$ cat src/rtl/gost89_pkg.sv
// Shared definitions for the GOST 28147-89 stream controllers (CFB, ECB, MAC).
// Holds controller state encodings and the core reset/load_data protocol.
package gost89_pkg;

  localparam int BLK_W = 64;

  typedef enum logic [2:0] {
    CFB_IDLE  = 3'd0,
    CFB_ARMED = 3'd1,
    CFB_ISSUE = 3'd2,
    CFB_WAIT  = 3'd3,
    CFB_OUT   = 3'd4
  } cfb_state_e;

  typedef struct packed {
    logic rst;
    logic load;
  } core_ctrl_t;

  // Core protocol: reset held tracks gamma from core_in; a load pulse starts a block.
  localparam core_ctrl_t CORE_CTRL_IDLE  = '{rst: 1'b1, load: 1'b0};
  localparam core_ctrl_t CORE_CTRL_ISSUE = '{rst: 1'b0, load: 1'b1};
  localparam core_ctrl_t CORE_CTRL_HOLD  = '{rst: 1'b0, load: 1'b0};

  function automatic core_ctrl_t cfb_core_ctrl(input cfb_state_e st);
    core_ctrl_t c;
    case (st)
      CFB_IDLE:  c = CORE_CTRL_IDLE;
      CFB_ISSUE: c = CORE_CTRL_ISSUE;
      CFB_ARMED: c = CORE_CTRL_HOLD;
      CFB_WAIT:  c = CORE_CTRL_HOLD;
      CFB_OUT:   c = CORE_CTRL_HOLD;
      default:   c = CORE_CTRL_IDLE;
    endcase
    return c;
  endfunction

endpackage

$ cat src/rtl/gost89_cfb_stream_ctrl.sv
// Sequences IV and 64-bit blocks through an external GOST CFB core, one block in flight.
// CFB feedback lives in the core; this block only issues, waits and hands results on.
module gost89_cfb_stream_ctrl
  import gost89_pkg::*;
#(
  parameter int CNT_W = 32
) (
  input  logic             clk,
  input  logic             reset,
  input  logic             abort,
  input  logic             iv_valid,
  output logic             iv_ready,
  input  logic [BLK_W-1:0] iv_data,
  input  logic             in_valid,
  output logic             in_ready,
  input  logic [BLK_W-1:0] in_data,
  input  logic             in_last,
  output logic             out_valid,
  input  logic             out_ready,
  output logic [BLK_W-1:0] out_data,
  output logic             out_last,
  output logic             core_reset,
  output logic             core_load,
  output logic [BLK_W-1:0] core_in,
  input  logic             core_busy,
  input  logic [BLK_W-1:0] core_out,
  output logic             busy,
  output logic [CNT_W-1:0] block_cnt
);

  cfb_state_e       state_q, state_d;
  logic [BLK_W-1:0] data_q, data_d;
  logic [BLK_W-1:0] out_q, out_d;
  logic             last_q, last_d;
  logic [CNT_W-1:0] cnt_q, cnt_d;
  core_ctrl_t       core_ctrl_s;

  // Next-state and datapath update; abort wins over every handshake.
  always_comb begin
    state_d = state_q;
    data_d  = data_q;
    out_d   = out_q;
    last_d  = last_q;
    cnt_d   = cnt_q;
    if (abort) begin
      state_d = CFB_IDLE;
    end else begin
      case (state_q)
        CFB_IDLE: begin
          if (iv_valid) begin
            cnt_d   = {CNT_W{1'b0}};
            state_d = CFB_ARMED;
          end else begin
            state_d = CFB_IDLE;
          end
        end
        CFB_ARMED: begin
          if (in_valid) begin
            data_d  = in_data;
            last_d  = in_last;
            state_d = CFB_ISSUE;
          end else begin
            state_d = CFB_ARMED;
          end
        end
        CFB_ISSUE: begin
          state_d = CFB_WAIT;
        end
        CFB_WAIT: begin
          if (!core_busy) begin
            out_d   = core_out;
            state_d = CFB_OUT;
          end else begin
            state_d = CFB_WAIT;
          end
        end
        CFB_OUT: begin
          if (out_ready) begin
            cnt_d   = cnt_q + CNT_W'(1);
            state_d = last_q ? CFB_IDLE : CFB_ARMED;
          end else begin
            state_d = CFB_OUT;
          end
        end
        default: begin
          state_d = CFB_IDLE;
        end
      endcase
    end
  end

  // State and datapath registers.
  always_ff @(posedge clk) begin
    if (reset) begin
      state_q <= CFB_IDLE;
      data_q  <= {BLK_W{1'b0}};
      out_q   <= {BLK_W{1'b0}};
      last_q  <= 1'b0;
      cnt_q   <= {CNT_W{1'b0}};
    end else begin
      state_q <= state_d;
      data_q  <= data_d;
      out_q   <= out_d;
      last_q  <= last_d;
      cnt_q   <= cnt_d;
    end
  end

  assign core_ctrl_s = cfb_core_ctrl(state_q);

  // Handshake and core controls decode the state register only.
  assign iv_ready   = (state_q == CFB_IDLE);
  assign in_ready   = (state_q == CFB_ARMED);
  assign out_valid  = (state_q == CFB_OUT);
  assign busy       = (state_q != CFB_IDLE);
  assign core_reset = core_ctrl_s.rst;
  assign core_load  = core_ctrl_s.load;
  assign core_in    = (state_q == CFB_IDLE) ? iv_data : data_q;
  assign out_data   = out_q;
  assign out_last   = last_q;
  assign block_cnt  = cnt_q;

endmodule

$ cat config.mk
export PLATFORM = sky130hd
export DESIGN_NAME = gost89_cfb_stream_ctrl
export DESIGN_NICKNAME = d
export VERILOG_FILES = /design/src/rtl/gost89_pkg.sv /design/src/rtl/gost89_cfb_stream_ctrl.sv
export SDC_FILE = /design/constraint.sdc
export NUM_CORES = 1
export LEC_CHECK = 0
export CORE_AREA = 2 2 144 146
export DETAILED_ROUTE_END_ITERATION = 16
export DIE_AREA = 0 0 146 148
export GPL_TIMING_DRIVEN = 0
export PLACE_DENSITY = 0.71
export SYNTH_ARGS = -nofsm -noshare
export SYNTH_HDL_FRONTEND = slang
export SYNTH_SLANG_ARGS = --single-unit
$ cat constraint.sdc
create_clock -name clk -period 3 [get_ports clk]
set_input_delay 0.9 -clock clk [delete_from_list [all_inputs] [get_ports clk]]
set_output_delay 0.9 -clock clk [all_outputs]
set_load 0.01 [all_outputs]
* Word-level counts from Yosys, hierarchy flattened
Cells that the tools add are included.
** Storage, ports and cells
- Output and inout bits :: 167
- Input bits :: 200
- Word-level logic and storage cells :: 33
- Bits in registers :: 164
** Operators by class
- Muxes and demuxes :: 11
- Bitwise gates (word level) :: 2
- Reductions and logical operators :: 8
- Equal/unequal tests :: 6
- $add $sub $neg :: 1
** Operators by type and width (count)
- $mux 32 :: 2
- $mux 64 :: 1
- $pmux 32 s2 :: 1
- $add 32x1->32 const B :: 1
- $pmux 3 s5 :: 1
- $eq 3x2->1 const B :: 2
- $mux 3 :: 2
- $reduce_and 3->1 :: 2
- $pmux 2 s2 :: 1
- $reduce_and 4->1 :: 1
- $eq 3x1->1 const B :: 1
- $eq 3x3->1 const B :: 1
- $logic_not 3->1 :: 1
- $reduce_bool 3->1 :: 1
- $reduce_or 3->1 :: 1
- $mux 1 :: 2
- $mux 2 :: 1
- $ne 2x1->1 const B :: 1
- $ne 2x2->1 const B :: 1
- $not 1->1 :: 2
- $reduce_bool 2->1 :: 1
- $reduce_or 2->1 :: 1

* Longest topological paths before layout
- Depth after elaboration :: 3
- Depth in mapped cells :: 8
- Depth with buffers taken out :: 5

* Worst setup path after synthesis
Ideal clock, no wire load.
- Path type :: register to output
- Start point :: register state_q[2]
- End point :: output port core_in[10]
- Data required time :: 2.100 ns
- Cell stages (with the launch flop) :: 9
- Data arrival time :: 1.680 ns
- Path slack :: 0.420 ns
- Path buffers :: 4
- Cells stage by stage :: dfxtp_1 buf_2 or3_1 clkbuf_1 inv_1 clkbuf_1 buf_1 nand2_1 nand2_1
** On the way
- Longest elaborated chain between the ends :: 2
** RTL lines
- from (decl) :: RTL line gost89_cfb_stream_ctrl.sv:31 : cfb_state_e state_q, state_d;
- from (signal assigned) :: RTL line gost89_cfb_stream_ctrl.sv:101 : state_q <= state_d;
- $logic_not 3->1 :: RTL line gost89_cfb_stream_ctrl.sv:118 : assign core_in = (state_q == CFB_IDLE) ? iv_data : data_q;
- $mux 64 :: RTL line gost89_cfb_stream_ctrl.sv:118
- to (decl) :: RTL line gost89_cfb_stream_ctrl.sv:24 : output logic [BLK_W-1:0] core_in,
No other way between the ends.

* Final worst setup path
- Start point :: register state_q[1]
- End point :: output port core_in[19]
Same word-level chain as after synthesis.

==> load_flow_metrics.sql <==
INSERT INTO impl_metrics (metric_group, metric, value, unit) VALUES
('run_status', 'outcome', 'completed', ''),
('setup_path', 'worst-setup-path-type', 'register to output port', ''),
('cts', 'htreeDepth', '4', ''),
('worst_hold_path', 'hold_path_startpoint', 'out_data[50]$_SDFFE_PP0P_', ''),
('setup_path', 'slowest_cell_on_crit_path', 'sky130_fd_sc_hd__dfxtp_4', ''),
('sta', 'tightest_slew', '0.6198', 'ns'),
('finish', 'nFillCells', '1906', ''),
('finish', 'multi_input_area', '0.003457', 'mm^2'),
('sta', 'max_clock_freq', '333.6', 'MHz'),
('setup_path', 'critical-path-max-stage-delay', '0.38', 'ns'),
('global_routing', 'antenna_found_initial', '0', ''),
('synth', 'yosysTopAreaCellShare', '46.52', '%'),
('cts', 'cts_tree', 'yes', ''),
('global_routing', 'overflow', '0', ''),
('setup_path', 'rr_worst_depth', '7', ''),
('die', 'dieWidth', '146', 'um'),
('routing', 'routed_wl_per_cell', '15.92', 'um'),
('global_routing', 'grt_start_max_net_pins', '17', ''),
('synth', 'synth_xor_area_share', '0.7445', '%'),
('setup_path', 'critical_path.most_common_cell', 'sky130_fd_sc_hd__clkbuf_8', ''),
('setup_path', 'crit_chain', 'or3_4 > buf_4 > clkbuf_8 > clkbuf_8 > nand2_2 > nand2_1 > dlygate4sd2_1', ''),
('setup_path', 'cp.depth', '7', ''),
('finish', 'finish.instance_area', '0.01169', 'mm^2'),
('pwr', 'power_leakage', '4.367', 'nW'),
('cts', 'cts.path.max_buffers', '2', ''),
('worst_hold_path', 'hold_class', 'register to register', ''),
('job', 'max_cap_viol_count', '0', ''),
('synth', 'mappedNetlistNets', '1196', ''),
('finish', 'ff_latch_area', '0.003291', 'mm^2'),
('routing', 'routed_wl', '26510', 'um'),
('global_routing', 'grt_pass1_wl', '40480', 'um'),
('setup_path', 'arrival_time_worst_endpoint', '2.10', 'ns'),
('placement', 'area_post_placement', '0.01105', 'mm^2'),
('synth', 'post_synthesis_simple_gate_area_fraction', '33.40', '%'),
('setup_path', 'critPathBufInv', '4', ''),
('pwr', 'finalPower', '4.997', 'mW'),
('placement', 'dp_hpwl', '20330', 'um'),
('cts', 'cts-root-buf', 'sky130_fd_sc_hd__clkbuf_16', ''),
('synth', 'netlist_top_cells_count', '469 x sky130_fd_sc_hd__nand2_1, 164 x sky130_fd_sc_hd__dfxtp_1, 157 x sky130_fd_sc_hd__a21oi_1, 46 x sky130_fd_sc_hd__clkbuf_1, 13 x sky130_fd_sc_hd__buf_1', ''),
('placement', 'place_congestion', '0.8862', ''),
('global_routing', 'first_global_vias', '7566', ''),
('synth', 'synth_top_family_by_area', 'simple AND/OR/NAND/NOR gates', ''),
('synth', 'yosysMostFrequentCell', 'sky130_fd_sc_hd__nand2_1', ''),
('pwr', 'power-per-cell-area', '427.5', 'mW/mm^2'),
('setup_path', 'family_with_the_most_delay_on_the_worst_path', 'buffers and inverters', ''),
('die', 'top_level_ports', '367', ''),
('synth', 'yosys-mux-area-fraction', '0.3014', '%'),
('sta', 'timing.final.setup_violations', '0', ''),
('sta', 'final.min_clock_period', '2.998', 'ns'),
('sta', 'number_of_pins_with_negative_max_slew_slack_in_the_final_report', '0', ''),
('routing', 'drcViolationCount', '0', ''),
('finish', 'drive_gt1_share', '7.957', '%'),
('cts', 'clock_sinks', '164', ''),
('cts', 'cts_made_buffers', '17', ''),
('synth', 'synth.top_cells.by_area', 'sky130_fd_sc_hd__dfxtp_1 47%, sky130_fd_sc_hd__nand2_1 25%, sky130_fd_sc_hd__a21oi_1 11%', ''),
('synth', 'async_s_r_ff_share_synth', '0', '%'),
('worst_hold_path', 'worst_hold_path.num_cells', '2', ''),
('synth', 'synth_seq_cells', '164', ''),
('sta', 'fin_skew', '0.01863', 'ns'),
('sta', 'hold_viol', '0', ''),
('setup_path', 'worst-r2r-setup-slack', '0.74', 'ns'),
('die', 'initial_utilization', '35.22', '%'),
('routing', 'detailedRoute.firstIterationViolations', '379', ''),
('setup_path', 'cp-end-kind', 'output port', ''),
('synth', 'dominantRegCellSynth', 'sky130_fd_sc_hd__dfxtp_1', ''),
('die', 'core-area', '0.02004', 'mm^2'),
('synth', 'netlist_area', '0.007058', 'mm^2'),
('synth', 'netlist_instances', '995', ''),
('setup_path', 'crit-reg2reg-launch', 'state_q[0]$_SDFF_PP0_', ''),
('synth', 'synth_largest_area_cell', 'sky130_fd_sc_hd__dfxtp_1', ''),
('cts', 'clk_transition_reported_paths', '0.07', 'ns');
-- layer usage --
metal  wire length, um  vias to the layer above  track usage, %
met5                 0                        -               0
met4               330                        0           6.165
met3              1986                       24           7.377
met2             13070                      277           40.42
met1             11120                     3664           28.59
li1                  -                     4040               -
-- layout by cell type, fill, tap and decap left out, drive strengths merged, types with 10 or more instances in the layout --
master	Yosys	routed
or4	12	12
nand4	11	11
o31ai	11	11
nor2	11	11
dfxtp	164	164
o21ai	11	11
nand2	469	469
or3	10	10
clkdlybuf4s50	0	299
a21oi	157	157
clkbuf	46	84
nand3	11	11
dlygate4sd2	0	38
buf	23	31
inv	9	12
-- area by class of cell --
| type | count | share of cell area, % |
|---|---|---|
| inverter | 9 | 0.3104 |
| multi-input combinational | 752 | 29.58 |
| tap | 270 | 2.890 |
| clock inverter | 9 | 0.7921 |
| buffer | 67 | 3.554 |
| sequential | 164 | 28.15 |
| clock buffer | 23 | 4.175 |
| timing repair buffer | 371 | 30.55 |
-- worst max-delay path by stage --
stage,startpoint,endpoint
2_1_floorplan,state_q[2]$_SDFF_PP0_,core_in[10]
3_3_place_gp,state_q[1]$_SDFF_PP0_,core_in[21]
3_5_place_dp,state_q[1]$_SDFF_PP0_,core_in[21]
4_1_cts,state_q[1]$_SDFF_PP0_,core_in[16]
5_1_grt,state_q[2]$_SDFF_PP0_,core_in[36]
6_report,state_q[1]$_SDFF_PP0_,core_in[19]
-- report_power, final --
part | total, mW | internal (mW) | switching [mW] | leakage [nW]
Clock | 2.16 | 1.24 | 0.921 | 0.277
Combinational | 0.635 | 0.370 | 0.265 | 2.77
Sequential | 2.20 | 2.19 | 0.0102 | 1.32
Total | 5.00 | 3.80 | 1.20 | 4.37
-- worst min-delay path: stages, from the launching register on --
cell and delay, ns:
sky130_fd_sc_hd__dfxtp_1 0.31, sky130_fd_sc_hd__nand2_1 0.05, sky130_fd_sc_hd__a21oi_1 0.05
-- sequential cells by signal, summed over array words and instances, names as in the netlist --
| register | count |
|---|---|
| state_q | 3 |
| out_last | 1 |
| out_data | 64 |
| block_cnt | 32 |
| data_q | 64 |
-- timing repair --
action	CTS	global route
endpoints found under the hold margin	0	0
pin swaps	1	1
gates cloned	2	0
buffers inserted	3	1
resized for setup	140	37
setup endpoints to repair	68	41
-- kinds of logic after synthesis --
| kind of cell | Yosys count |
|---|---|
| flip-flops | 164 |
| AND/OR/NAND/NOR | 556 |
| XOR/XNOR | 6 |
| adder cells (fa/ha/maj) | 1 |
| buffers and inverters | 79 |
| AO/OA/AOI/OAI | 187 |
| multiplexers | 2 |
-- through the flow --
step	worst slack (ns)	utilization [%]	setup TNS, ns	hold WS, ns	cells
after floorplan	0.4200	-	0	0.4366	995
after global placement	-0.6573	55.14	-31.43	0.4402	1630
after detailed placement	-0.6504	55.14	-31.40	0.4455	1630
after CTS	-0.03510	58.62	-0.1516	0.4542	1664
after global routing	-0.06129	58.33	-0.6760	0.4683	1665
final	0.002295	58.33	0	0.4532	1665
Power figures use the tool's default switching activity.
